**src/rtl/sensor_frame_packer_if.sv**
```systemverilog
// sensor_frame_packer_if: valid/ready byte stream from the frame packer to the UART serializer.
//   tx_byte  : byte offered to the UART
//   tx_valid : tx_byte is valid
//   tx_ready : UART accepts tx_byte this cycle
interface sensor_frame_packer_if;
  logic [7:0] tx_byte;
  logic       tx_valid;
  logic       tx_ready;
  modport master (output tx_byte, tx_valid, input tx_ready);
  modport slave  (input tx_byte, tx_valid, output tx_ready);
endinterface

```
**src/rtl/sensor_frame_packer.sv**
```systemverilog
// sensor_frame_packer: captures a 102-bit sensor record and sends it as a framed, XOR-checksummed byte stream.
//   clk_12MHz, rst_n    : clock, asynchronous active-low reset
//   data_availible      : record-ready level from the 96 MHz domain (synchronized here)
//   sensor_iterations   : record payload, stable while data_availible is high
//   reset_parser        : acknowledge pulse of ACK_HOLD cycles after capture
//   busy, frame_done    : frame in progress / checksum byte accepted
//   tx                  : byte stream (master side of sensor_frame_packer_if)
//   Define SENSOR_FRAME_SEQ_EN to insert an 8-bit frame sequence byte after the headers.
module sensor_frame_packer #(
  parameter logic [7:0]  SYNC0    = 8'h55,
  parameter logic [7:0]  SYNC1    = 8'hAA,
  parameter int unsigned ACK_HOLD = 4
) (
  input  logic                   clk_12MHz,
  input  logic                   rst_n,
  input  logic                   data_availible,
  input  logic [101:0]           sensor_iterations,
  output logic                   reset_parser,
  output logic                   busy,
  output logic                   frame_done,
  sensor_frame_packer_if.master  tx
);
  typedef enum logic [2:0] {IDLE, LATCH, HDR0, HDR1, SEQ, PAYLOAD, CSUM, REARM} state_t;
  state_t       state_q, state_d;
  logic         avl_m_q, avl_s_q;
  logic [103:0] rec_q, rec_d;
  logic [7:0]   csum_q, csum_d;
  logic [3:0]   idx_q, idx_d, ack_q, ack_d;
  logic         busy_q, busy_d;
  logic [7:0]   seq_byte;
  logic         xfer;
`ifdef SENSOR_FRAME_SEQ_EN
  logic [7:0] seq_q, seq_d;
  assign seq_d    = seq_q + (frame_done ? 8'd1 : 8'd0);
  assign seq_byte = seq_q;
  always_ff @(posedge clk_12MHz or negedge rst_n)
    if (!rst_n) seq_q <= 8'h00;
    else        seq_q <= seq_d;
`else
  assign seq_byte = 8'h00;
`endif
  assign tx.tx_valid  = state_q inside {HDR0, HDR1, SEQ, PAYLOAD, CSUM};
  assign xfer         = tx.tx_valid && tx.tx_ready;
  assign frame_done   = state_q == CSUM && tx.tx_ready;
  assign reset_parser = ack_q != 4'd0;
  assign busy         = busy_q;
  // payload is shifted out MSB-first, so the current byte is always the top of rec_q
  assign tx.tx_byte = state_q == HDR0    ? SYNC0 :
                      state_q == HDR1    ? SYNC1 :
                      state_q == SEQ     ? seq_byte :
                      state_q == PAYLOAD ? rec_q[103:96] :
                      state_q == CSUM    ? csum_q : 8'h00;
  always_comb begin
    state_d = state_q;
    rec_d   = rec_q;
    csum_d  = csum_q;
    idx_d   = idx_q;
    busy_d  = busy_q;
    // ack countdown runs freely, unaffected by tx stalls or frame completion
    ack_d   = ack_q != 4'd0 ? ack_q - 4'd1 : 4'd0;
    case (state_q)
      IDLE:    state_d = avl_s_q ? LATCH : IDLE;
      LATCH: begin
        rec_d   = {2'b00, sensor_iterations};
        csum_d  = 8'h00;
        idx_d   = 4'd0;
        ack_d   = 4'(ACK_HOLD);
        busy_d  = 1'b1;
        state_d = HDR0;
      end
      HDR0:    state_d = xfer ? HDR1 : HDR0;
`ifdef SENSOR_FRAME_SEQ_EN
      HDR1:    state_d = xfer ? SEQ : HDR1;
      SEQ: if (xfer) begin
        csum_d  = csum_q ^ seq_byte;
        state_d = PAYLOAD;
      end
`else
      HDR1:    state_d = xfer ? PAYLOAD : HDR1;
`endif
      PAYLOAD: if (xfer) begin
        csum_d  = csum_q ^ rec_q[103:96];
        rec_d   = {rec_q[95:0], 8'h00};
        idx_d   = idx_q + 4'd1;
        state_d = idx_q == 4'd12 ? CSUM : PAYLOAD;
      end
      CSUM: if (xfer) begin
        busy_d  = 1'b0;
        state_d = REARM;
      end
      // the triad holds its level until acked; wait for it to drop so one record is framed once
      REARM:   state_d = avl_s_q ? REARM : IDLE;
      default: state_d = IDLE;
    endcase
  end
  always_ff @(posedge clk_12MHz or negedge rst_n)
    if (!rst_n) begin
      state_q <= IDLE;
      avl_m_q <= 1'b0;
      avl_s_q <= 1'b0;
      rec_q   <= '0;
      csum_q  <= 8'h00;
      idx_q   <= 4'd0;
      ack_q   <= 4'd0;
      busy_q  <= 1'b0;
    end else begin
      state_q <= state_d;
      avl_m_q <= data_availible;
      avl_s_q <= avl_m_q;
      rec_q   <= rec_d;
      csum_q  <= csum_d;
      idx_q   <= idx_d;
      ack_q   <= ack_d;
      busy_q  <= busy_d;
    end
endmodule
```
**src/flat_wrapper.sv**
```systemverilog
// flat-port wrapper written by rule: the top's interface ports become plain ports
module sensor_frame_packer_flat 
#(
  parameter logic [7:0]  SYNC0    = 8'h55,
  parameter logic [7:0]  SYNC1    = 8'hAA,
  parameter int unsigned ACK_HOLD = 4
)
  (clk_12MHz, rst_n, data_availible, sensor_iterations, reset_parser, busy, frame_done, tx_tx_byte, tx_tx_valid, tx_tx_ready);
  sensor_frame_packer_if tx_i ();
  input  logic clk_12MHz;
  input  logic rst_n;
  input  logic data_availible;
  input  logic [101:0] sensor_iterations;
  output logic reset_parser;
  output logic busy;
  output logic frame_done;
  output wire logic [$bits(tx_i.tx_byte)-1:0] tx_tx_byte;
  output wire logic [$bits(tx_i.tx_valid)-1:0] tx_tx_valid;
  input wire logic [$bits(tx_i.tx_ready)-1:0] tx_tx_ready;
  assign tx_tx_byte = tx_i.tx_byte;
  assign tx_tx_valid = tx_i.tx_valid;
  assign tx_i.tx_ready = tx_tx_ready;
  sensor_frame_packer #(.SYNC0(SYNC0), .SYNC1(SYNC1), .ACK_HOLD(ACK_HOLD)) u_core (.clk_12MHz(clk_12MHz), .rst_n(rst_n), .data_availible(data_availible), .sensor_iterations(sensor_iterations), .reset_parser(reset_parser), .busy(busy), .frame_done(frame_done), .tx(tx_i));
endmodule
```
**config.mk**
```make
export PLATFORM = sky130hd
export DESIGN_NAME = sensor_frame_packer_flat
export DESIGN_NICKNAME = d
export VERILOG_FILES = /design/src/rtl/sensor_frame_packer_if.sv /design/src/rtl/sensor_frame_packer.sv /design/src/flat_wrapper.sv
export SDC_FILE = /design/constraint.sdc
export NUM_CORES = 1
export LEC_CHECK = 0
export ABC_AREA = 1
export CAP_MARGIN = 10
export CORE_MARGIN = 2
export CORE_UTILIZATION = 45
export CTS_CLUSTER_SIZE = 25
export DETAILED_ROUTE_END_ITERATION = 16
export GPL_ROUTABILITY_DRIVEN = 0
export PLACE_DENSITY = 0.71
export SYNTH_ARGS = -nofsm -noshare
export SYNTH_HDL_FRONTEND = slang
export SYNTH_SLANG_ARGS = --single-unit
```
**constraint.sdc**
```tcl
create_clock -name clk_12MHz -period 1.9 [get_ports clk_12MHz]
set_clock_uncertainty 0.15 [all_clocks]
set_input_delay 0.38 -clock clk_12MHz [delete_from_list [all_inputs] [get_ports clk_12MHz]]
set_output_delay 0.38 -clock clk_12MHz [all_outputs]
set_load 0.005 [all_outputs]
```
==> summary.md, run 1 <==
| Metric | Value |
|---|---|
| Status | `complete, but fails checks` |
| Violated checks | `negative setup slack` |
| Max-cap check violation count | `0` |
| H-tree Lvls | `4` |
| Initial DRC count | `402` |
| Die height | `120.9 um` |
| Fin worst setup slack | `-0.1524 ns` |
| Avg WL per Cell | `13.58 um` |
| Distinct cells, synth | `20` |
| Least-Margin Pin Slew | `roughly 0.36 ns` |
| Combinational share of power | `a little under two fifths` |
| Share of cells above drive strength 1 | `between 10% and 20%` |
| Clock sink count | `between 100 and 150` |
| Placed Instances | `1,080` |
| Crit path from | `u_core.state_q[2]` |
| Crit path max-delay cell type | `dfrtp_2` |
| Critical Path AT | `around 1.5 ns` |
| Post-Synthesis Cells | `804` |
| Startpoint types | `register` |
| Crit path max-delay family | `buffers and inverters` |
| Detail Placement HPWL | `~9400 um` |
| Crit path max fanout | `5` |
| Inserted Diodes | `0` |
| DR vias | `5,524` |
| Worst Setup Path Type | `register to primary output` |
| Initial Utilization | `46.26%` |
| Fillcell total | `1,119` |
| Pre-antenna DRT Iters | `5` |
| Layout area overhead | `39.44%` |
| PwrDens | `1435 mW/mm2` |
| Routed WL | `15,390 um` |
| Worst r2r dst | `u_core.rec_q[18]` |
| WP buf/inv | `4` |
| Reg2reg path depth | `10` |
| Worst setup EP type | `primary output` |
| Flop pwr share | `between 30% and 40%` |
| Clk buf depth | `2` |
| Vias per Instance | `4.876` |
| Finished Layout Cells | `1,133` |
| VDD IR-drop max | `0.0007400 V` |
| Clk Latency, worst-skew pair | `between 0.4 and 0.5 ns` |
| Ys Warns | `0` |
| Reg2reg start | `u_core.state_q[2]` |
| Largest stage delay on the critical path | `between 0.4 and 0.5 ns` |
| Post-synthesis async set-or-reset flop share | `100.0%` |
| IO buf count | `117` |
| Main synth FF type | `dfrtp_1` |
| Net Switching | `between 4 and 5 mW` |
| Antenna violations before repair | `0` |
| First-pass GRT wire length | `roughly 24,000 um` |
| Area of the core | `0.01330 mm2` |
| R2R Setup Slk | `~0.03 ns` |
| Die ar. | `0.01462 mm2` |
| Avg Inst Size Synth | `7.650 um2` |
| Num CTS Buffers | `17` |
| Nets@finish | `1,054` |
| Seq cells post-synth | `126` |
| Max_slew headroom | `75.76%` |
| Largest net degree at the start of global routing | `82` |
| Clock slew at reported path FFs | `0.06 ns` |
| # IOs | `118` |
| Vias in the first global route | `between 5,000 and 6,000` |
| Synthesized Nets | `913` |
| Synthesized area | `0.006151 mm2` |
| RSZ-0062 raised after global routing | `true` |
| Leakage power | `~4.2 nW` |
| Die Wd | `roughly 120 um` |
| Tcrit/Tclk final | `108.0%` |
| Worst Path Required | `1.37 ns` |
| Finish-stage setup viols | `10` |
| F_max | `0.4872 GHz` |
| CTS root buffer | `clkbuf_16` |
| Register area share after synthesis | `slightly above 50%` |
| Final Slew Violations | `0` |
| Setup_tns | `-1.124 ns` |
| Levels on crit path | `6` |
| Routed Antenna Nets | `0` |
| Total GRT Usage | `21.20%` |
| Most used cell, CP | `buf_6` |
| TritonCTS clock tree | `built` |
| Row cnt | `42` |
| Crit path cell chain | `buf_6 -> buf_12 -> nand3_4 -> buf_6 -> nand4_1 -> buf_2` |
| DRC viols | `0` |
| Post-synth EDFFs | `0` |
| CP endpoint | `tx_tx_valid` |
| Switching share of power | `34.60%` |
| Pint | `8.049 mW` |
| Final hold violation count | `0` |
| Tmin final | `between 2 and 2.5 ns` |
| Global route overflow | `0` |
| Worst min path class | `register to register` |
| Clk pwr share | `roughly 27%` |
-- area by class of cell --
cell class / instances / area (um2) / share of cell area [%]
inverters: 122 / 467.9 / 5.456
clock inverters: 4 / 72.57 / 0.8461
multi-input cells: 509 / 2375 / 27.69
well taps: 176 / 220.2 / 2.567
flip-flops and latches: 126 / 3156 / 36.79
clock buffers: 27 / 543.0 / 6.331
repair buffers: 168 / 1735 / 20.23
repair inverters: 1 / 7.507 / 0.08753
-- worst min-delay path by stage --
stage,from,to,slack [ns],cells after the start
after global placement,rst_n,u_core.ack_q[2],0.15,1
after global routing,u_core.avl_m_q,u_core.avl_s_q,0.22,0
after floorplan,rst_n,u_core.ack_q[0],-0.07,0
after detailed placement,rst_n,u_core.csum_q[4],0.15,1
after CTS,u_core.avl_m_q,u_core.avl_s_q,0.21,0
final,u_core.avl_m_q,u_core.avl_s_q,0.20,0
-- stage by stage --
stage	utilization [%]	area [um2]	total power [mW]	hold slack, ns	worst slack [ns]
after floorplan	-	6151	7.026	-0.06559	0.2880
after CTS	63.48	8439	12.24	0.2102	-0.1449
final	64.51	8577	12.31	0.2034	-0.1524
after global placement	57.54	7650	8.494	0.1534	-0.1457
after global routing	64.51	8577	13.22	0.2243	-0.2118
after detailed placement	57.54	7650	8.632	0.1512	-0.1763
-- cells in the mapped netlist (5+ instances only) --
library cell | instances | area [um2]
a21oi_1 | 10 | 50.05
buf_2 | 25 | 125.1
buf_4 | 11 | 82.58
clkbuf_1 | 7 | 26.28
clkbuf_2 | 5 | 25.02
dfrtp_1 | 126 | 3153
inv_1 | 119 | 446.7
nand2_1 | 235 | 882.1
nand3_1 | 17 | 85.08
nor2_1 | 24 | 90.09
o211ai_1 | 10 | 75.07
o21ai_0 | 131 | 655.6
o21ai_1 | 70 | 350.3
-- metal layers --
| layer | vias up | wire (um) | GRT usage [%] |
|---|---|---|---|
| met2 | 149 | 7177 | 31.64 |
| met5 | - | 0 | 0 |
| met4 | 0 | 148 | 7.849 |
| li1 | 2827 | - | - |
| met1 | 2533 | 7227 | 30.31 |
| met3 | 15 | 832 | 4.699 |
-- power by group through the flow --
stage,registers [mW],clock network [mW],logic (mW)
4_1_cts,4.28,3.39,4.57
6_report,4.29,3.33,4.69
3_5_place_dp,4.33,0,4.30
3_3_place_gp,4.29,0,4.20
5_1_grt,4.40,3.49,5.33
2_1_floorplan,4.23,0,2.80
-- timing repair --
action	4_1_cts	5_1_grt
gates cloned	2	5
gates resized for setup	67	30
buffers inserted	12	2
hold buffers	1	0
endpoints found under the hold margin	33	0
setup endpoints to repair	13	87
pin swaps	14	4
-- kinds of logic after synthesis --
logic type	after synthesis	share of synthesized area, %
simple gates	280	17.60
compound gates	224	18.73
buf+inv	170	11.66
flops	126	51.26
fa+ha+maj	3	0.6103
xor+xnor	1	0.1424
-- state kept, by name, summed over array words and instances, names as in the netlist --
signal,cells
u_core.avl_s_q,1
u_core.csum_q,8
u_core.rec_q,104
u_core.busy,1
u_core.avl_m_q,1
u_core.ack_q,4
u_core.idx_q,4
u_core.state_q,3
-- cells in the final DEF, fill, tap and decap left out, types with 2 or more instances in the layout --
master / instances
nand2_1: 232
dfrtp_1: 124
o21ai_0: 118
inv_1: 115
clkdlybuf4s50_1: 105
o21ai_1: 83
buf_4: 29
nor2_1: 21
clkbuf_16: 20
nand3_1: 14
buf_12: 11
o211ai_1: 10
a21oi_1: 9
buf_2: 9
clkbuf_8: 8
buf_6: 7
inv_2: 5
nand3_4: 4
nor2_2: 3
nand4_1: 3
nand2_2: 2
o22ai_1: 2
ha_1: 2
bufinv_16: 2
clkbuf_1: 2
clkinvlp_4: 2
clkbuf_2: 2
dfrtp_2: 2
Power figures use the tool's default switching activity.
==> run 2, diff against run 1 <==
--- a/config.mk
+++ b/config.mk
@@ -8,11 +8,10 @@
 export ABC_AREA = 1
 export CAP_MARGIN = 10
 export CORE_MARGIN = 2
-export CORE_UTILIZATION = 45
+export CORE_UTILIZATION = 40
 export CTS_CLUSTER_SIZE = 25
 export DETAILED_ROUTE_END_ITERATION = 16
 export GPL_ROUTABILITY_DRIVEN = 0
-export PLACE_DENSITY = 0.71
 export SYNTH_ARGS = -nofsm -noshare
 export SYNTH_HDL_FRONTEND = slang
 export SYNTH_SLANG_ARGS = --single-unit
==> run 2 against run 1 <==
  * The flow still finishes with violations (negative setup slack)
  * Worst setup slack got worse by 0.014 ns
  * Core utilization fell by 6.4 points
  * First-iteration DRC count down 0.25%
  * Design area grew 2.3%
  * Power up 2.1%
  * Critical endpoint is now tx_tx_byte[5]
  * Largest cell class unchanged
==> summary.md, run 2 (same netlist as run 1, synthesis figures left out) <==
| Metric | Value |
|---|---|
| Status | `complete, but fails checks` |
| Violated checks | `negative setup slack` |
| Max_slew headroom | `73.88% (-1.9 points)` |
| Crit path max-delay cell type | `dfrtp_1` |
| Reg2reg path depth | `14 (+4)` |
| Crit path max-delay family | `flip-flops` |
| TritonCTS clock tree | `built` |
| Crit path cell chain | `buf_6 -> buf_6 -> nand3_4 -> o211ai_1 -> buf_2` |
| Least-Margin Pin Slew | `0.3917 ns (+0.02809 ns)` |
| Vias per Instance | `4.882 (+0.14%)` |
| Antenna violations before repair | `0 (unchanged)` |
| Fin worst setup slack | `-0.1663 ns (-0.01389 ns)` |
| Largest stage delay on the critical path | `0.39 ns (-0.03 ns)` |
| Total GRT Usage | `19.62% (-1.6 points)` |
| Detail Placement HPWL | `10,250 um (+8.7%)` |
| Finished Layout Cells | `1,154 (+1.9%)` |
| Levels on crit path | `5 (-1)` |
| WP buf/inv | `3 (-1)` |
| # IOs | `118 (unchanged)` |
| Crit path max fanout | `5 (unchanged)` |
| IO buf count | `117 (unchanged)` |
| CTS root buffer | `clkbuf_16` |
| CP endpoint | `tx_tx_byte[5]` |
| Clock slew at reported path FFs | `0.05 ns (about the same)` |
| Vias in the first global route | `5,632 (+10%)` |
| Startpoint types | `register` |
| Largest net degree at the start of global routing | `85 (+3.7%)` |
| Layout area overhead | `42.60%` |
| Tcrit/Tclk final | `108.8% (+0.73 points)` |
| Finish-stage setup viols | `10 (unchanged)` |
| First-pass GRT wire length | `25,720 um (+5.4%)` |
| Worst Path Required | `1.37 ns (about the same)` |
| Top flop regs | `u_core.rec_q x104, u_core.csum_q x8` |
| Max-cap check violation count | `0 (unchanged)` |
| Worst setup EP type | `primary output` |
| Commonest non-fill, non-tap cell in the layout | `nand2_1` |
| Avg WL per Cell | `13.92 um (+2.5%)` |
| Commonest cells after routing, fill and taps aside | `226 x nand2_1, 125 x dfrtp_1, 123 x o21ai_0, 114 x inv_1, 105 x clkdlybuf4s50_1` |
| Clk buf depth | `2 (unchanged)` |
| Clock sink count | `126 (unchanged)` |
| DR vias | `5,634 (+2.0%)` |
| Tmin final | `2.066 ns (+0.01389 ns)` |
| Routed Antenna Nets | `0 (unchanged)` |
| Die ar. | `0.01639 mm2 (+12%)` |
| Inserted Diodes | `0 (unchanged)` |
| Share of cells above drive strength 1 | `13.77% (+1.8 points)` |
| Nets@finish | `1,063 (+0.85%)` |
| Fillcell total | `1,375 (+23%)` |
| Area of the core | `0.01509 mm2 (+13%)` |
| DRC viols | `0 (unchanged)` |
| Num CTS Buffers | `17 (unchanged)` |
| VDD IR-drop max | `0.0006717 V (-9.2%)` |
| RSZ-0062 raised after global routing | `true` |
| R2R Setup Slk | `0.01 ns (-0.02 ns)` |
| Worst Setup Path Type | `register to primary output` |
| Pre-antenna DRT Iters | `4 (-1)` |
| Initial DRC count | `401 (-0.25%)` |
| Placed Instances | `1,093 (+1.2%)` |
| Worst r2r dst | `u_core.state_q[0]` |
| Final hold violation count | `0 (unchanged)` |
| Die height | `128.0 um (+5.9%)` |
| DP Worst Slack | `-0.1588 ns (+0.01748 ns)` |
| Initial Utilization | `40.76% (-5.5 points)` |
| Leakage power | `4.243 nW (+2.1%)` |
| Die Wd | `128.0 um (+5.9%)` |
| PwrDens | `1432 mW/mm2 (-0.18%)` |
| Final Util | `58.13% (-6.4 points)` |
| Crit path from | `u_core.state_q[2]` |
| Max reg flops | `104 (unchanged)` |
| Row cnt | `45 (+7.1%)` |
| Critical Path AT | `1.54 ns (+0.02 ns)` |
| Final Slew Violations | `0 (unchanged)` |
| Global route overflow | `0 (unchanged)` |
| Routed WL | `16,070 um (+4.4%)` |
| Largest Register | `u_core.rec_q` |
| Most used cell, CP | `buf_6` |
| Clk Latency, worst-skew pair | `0.41 ns (about the same)` |
| F_max | `0.4840 GHz (-0.67%)` |
| Worst min path class | `register to register` |
| H-tree Lvls | `4 (unchanged)` |
| Reg2reg start | `u_core.state_q[1]` |
run 2: changes by cell type in the layout (fill, tap and decap cells not counted), sizes merged:
| cell | previous run | this run |
|---|---|---|
| clkdlybuf4s15 | 0 | 1 |
| bufinv | 2 | 3 |
| clkbuf | 32 | 28 |
| buf | 57 | 68 |
| clkinv | 1 | 3 |
| clkinvlp | 2 | 0 |
run 2: worst min-delay path by stage:
stage	from	to	slack, ns	cells after the start
final	u_core.avl_m_q	u_core.avl_s_q	0.20	0
after global routing	u_core.avl_m_q	u_core.avl_s_q	0.20	0
after CTS	u_core.avl_m_q	u_core.avl_s_q	0.20	0
after detailed placement	rst_n	u_core.rec_q[100]	0.17	1
after global placement	rst_n	u_core.csum_q[4]	0.17	1
after floorplan	rst_n	u_core.ack_q[0]	-0.07	0
run 2: timing repair:
action                                 CTS  global route
endpoints found under the hold margin   36             0
gates cloned                             1             6
pin swaps                               14             7
resized for setup                       82            37
buffers inserted                        23             2
setup endpoints to repair               11           118
hold buffers                             1             0
run 2: report_power, final:
| group | internal (mW) | switching [mW] |
|---|---|---|
| combinational | 2.12 | 2.79 |
| sequential | 3.89 | 0.409 |
| clock | 2.22 | 1.12 |
| total | 8.24 | 4.33 |
run 2: layer usage:
layer	GRT usage, %	share of wire, %	vias up
li1	-	-	2852
met1	26.02	46	2634
met2	31.71	48	130
met3	4.299	4.1	18
met4	7.240	1.2	0
met5	0	0	-
run 2: final cells by class:
type | count | area [um2] | share of cell area [%]
multi-input cells | 509 | 2419 | 27.57
repair buffers | 178 | 1887 | 21.51
clock inverters | 6 | 105.1 | 1.198
clock buffers | 25 | 505.5 | 5.763
flip-flops and latches | 126 | 3154 | 35.96
inverters | 122 | 465.4 | 5.307
well taps | 188 | 235.2 | 2.682
run 2: metrics by stage:
| step | hold slack (ns) | instance area (um2) | TNS [ns] | total power, mW |
|---|---|---|---|---|
| final | 0.1965 | 8771 | -1.196 | 12.56 |
| after detailed placement | 0.1716 | 7672 | -11.50 | 8.701 |
| after CTS | 0.1978 | 8564 | -1.442 | 12.44 |
| after global placement | 0.1669 | 7672 | -8.772 | 8.507 |
| after global routing | 0.2023 | 8771 | -2.127 | 13.52 |
| after floorplan | -0.06559 | 6151 | 0 | 7.026 |
==> run 3, diff against run 2 <==
--- a/config.mk
+++ b/config.mk
@@ -7,11 +7,12 @@
 export LEC_CHECK = 0
 export ABC_AREA = 1
 export CAP_MARGIN = 10
-export CORE_MARGIN = 2
+export CORE_MARGIN = 3
 export CORE_UTILIZATION = 40
 export CTS_CLUSTER_SIZE = 25
 export DETAILED_ROUTE_END_ITERATION = 16
 export GPL_ROUTABILITY_DRIVEN = 0
+export SKIP_CTS_REPAIR_TIMING = 1
 export SYNTH_ARGS = -nofsm -noshare
 export SYNTH_HDL_FRONTEND = slang
 export SYNTH_SLANG_ARGS = --single-unit
==> run 3 against run 2 <==
  * The flow still finishes with violations (negative setup slack)
  * Worst setup slack lost 0.11 ns
  * Hold slack better by 0.0028 ns
  * Non-clock buffer count fell by 7
  * Cell count shrank 1.0%
  * Via count is 1.4% lower
  * Flip-flop and latch count is the same
  * Sequential share of layout area rose by 1.0 points
  * Die area is 3.1% higher
  * Global-route usage fell by 0.83 points
  * Largest cell class unchanged
==> summary.md, run 3 (same netlist as run 1, synthesis figures left out) <==
| Metric | Value |
|---|---|
| Initial DRC count | `403 (+0.50%)` |
| Nets@finish | `1,055 (-0.75%)` |
| RSZ-0062 raised after global routing | `true` |
| TritonCTS clock tree | `built` |
| IO buf count | `117 (unchanged)` |
| Vias in the first global route | `5,458 (-3.1%)` |
| H-tree Lvls | `4 (unchanged)` |
| Crit path max-delay family | `buffers and inverters` |
| Max-cap check violation count | `0 (unchanged)` |
| Finished Layout Cells | `1,142 (-1.0%)` |
| Commonest non-fill, non-tap cell in the layout | `nand2_1` |
| Tmin final | `2.175 ns (+0.1092 ns)` |
| First-pass GRT wire length | `25,250 um (-1.8%)` |
| Global route overflow | `0 (unchanged)` |
| F_max | `0.4597 GHz (-5.0%)` |
| Inserted Diodes | `0 (unchanged)` |
| Leakage power | `4.172 nW (-1.7%)` |
| Top flop regs | `u_core.rec_q x104, u_core.csum_q x8` |
| Die height | `130.0 um (+1.6%)` |
| Least-Margin Pin Slew | `0.3024 ns (-0.08932 ns)` |
| Largest Register | `u_core.rec_q` |
| Worst Setup Path Type | `register to primary output` |
| Largest net degree at the start of global routing | `92 (+8.2%)` |
| Critical Path AT | `1.65 ns (+0.11 ns)` |
| Startpoint types | `register` |
| Crit path max fanout | `5 (unchanged)` |
| Worst Path Required | `1.37 ns (about the same)` |
| Layout area overhead | `38.73%` |
| Pre-antenna DRT Iters | `5 (+1)` |
| Violated checks | `negative setup slack` |
| Avg WL per Cell | `13.55 um (-2.7%)` |
| # IOs | `118 (unchanged)` |
| CTS root buffer | `clkbuf_16` |
| WP buf/inv | `4 (+1)` |
| Clock sink count | `126 (unchanged)` |
| Placed Instances | `1,092 (-0.091%)` |
| Final Slew Violations | `0 (unchanged)` |
| Routed Antenna Nets | `0 (unchanged)` |
| Clock slew at reported path FFs | `0.06 ns (about the same)` |
| Max reg flops | `104 (unchanged)` |
| Vias per Instance | `4.866 (-0.33%)` |
| Num CTS Buffers | `17 (unchanged)` |
| Worst setup EP type | `primary output` |
| Largest stage delay on the critical path | `0.44 ns (+0.05 ns)` |
| Die Wd | `130.0 um (+1.6%)` |
| Fin worst setup slack | `-0.2754 ns (-0.1092 ns)` |
| Crit path cell chain | `inv_2 -> nand3_4 -> buf_6 -> buf_6 -> o211ai_1 -> buf_2` |
| Crit path max-delay cell type | `dfrtp_2` |
| Commonest cells after routing, fill and taps aside | `231 x nand2_1, 130 x o21ai_0, 124 x dfrtp_1, 117 x inv_1, 105 x clkdlybuf4s50_1` |
| Initial Utilization | `41.53% (+0.77 points)` |
| Worst min path class | `register to register` |
| Cell Area, Placed | `0.007702 mm2 (+0.39%)` |
| Tcrit/Tclk final | `114.5% (+5.7 points)` |
| VDD IR-drop max | `0.0006596 V (-1.8%)` |
| DR vias | `5,557 (-1.4%)` |
| Area of the core | `0.01481 mm2 (-1.9%)` |
| PwrDens | `1414 mW/mm2 (-1.3%)` |
| Clk buf depth | `2 (unchanged)` |
| Share of cells above drive strength 1 | `11.38% (-2.4 points)` |
| Most used cell, CP | `buf_6` |
| Total GRT Usage | `18.79% (-0.83 points)` |
| Die ar. | `0.01690 mm2 (+3.1%)` |
| Total power | `12.06 mW (-4.0%)` |
| Max_slew headroom | `79.84% (+6.0 points)` |
| Status | `complete, but fails checks` |
| Final instance area | `0.008533 mm2 (-2.7%)` |
| Final hold violation count | `0 (unchanged)` |
| Detail Placement HPWL | `10,220 um (-0.29%)` |
| Row cnt | `44 (-2.2%)` |
| Clk Latency, worst-skew pair | `0.42 ns (about the same)` |
| Antenna violations before repair | `0 (unchanged)` |
| DRC viols | `0 (unchanged)` |
| Finish-stage setup viols | `10 (unchanged)` |
| Routed WL | `15,470 um (-3.7%)` |
## run 3: cell count changes in the layout (fill, tap and decap cells not counted), moves of 5 or more
cell	before	now
buf_4	24	33
o21ai_1	76	71
o21ai_0	123	130
buf_6	20	8
nand2_1	226	231
## run 3: layer usage
layer,global-route usage [%],vias to the layer above,share of wire (%),wire [um]
met5,0,-,0,0
met4,7.152,0,1.6,249
met3,4.380,20,5.2,799
met2,29.54,138,47,7257
met1,25.41,2577,46,7164
li1,-,2822,-,-
## run 3: final timing paths
kind	from	slack [ns]	to	depth (start not counted)
worst max-delay path	u_core.state_q[1]	-0.28	tx_tx_byte[6]	6
worst min-delay path	u_core.avl_m_q	0.20	u_core.avl_s_q	0
worst max register to register	u_core.state_q[1]	0.12	u_core.rec_q[77]	10
worst min register to register	u_core.avl_m_q	0.20	u_core.avl_s_q	0
max in group asynchronous	rst_n	0.80	u_core.state_q[0]	3
min in group asynchronous	rst_n	0.24	u_core.rec_q[97]	2
## run 3: final cells by class
class | count | area [um2]
fillers | 1358 | 6276
flip-flops and latches | 126 | 3156
multi-input cells | 508 | 2346
repair buffers | 171 | 1762
clock buffers | 24 | 491.7
inverters | 122 | 462.9
well taps | 184 | 230.2
clock inverters | 7 | 85.08
## run 3: report_power, final
group | internal (mW) | switching [mW]
clock network | 2.05 | 1.15
logic | 1.94 | 2.61
registers | 3.89 | 0.421
## run 3: worst register-to-register path, delay by kind of cell (launching register included)
family / cells / cell delay, ns
AO/OA/AOI/OAI: 2 / 0.16
buffers and inverters: 5 / 0.67
flip-flops: 1 / 0.44
AND/OR/NAND/NOR: 3 / 0.25
## run 3: metrics by stage
step / setup slack [ns] / setup TNS [ns] / utilization, % / hold slack, ns
final: -0.2754 / -1.613 / 57.62 / 0.1993
after global routing: -0.3511 / -2.446 / 57.62 / 0.2127
after global placement: -0.1356 / -10.83 / 52.01 / 0.1103
after detailed placement: -0.1783 / -12.58 / 52.01 / 0.1076
after CTS: -0.5945 / -6.053 / 55.91 / -0.3395
after floorplan: 0.2880 / 0 / - / -0.06559
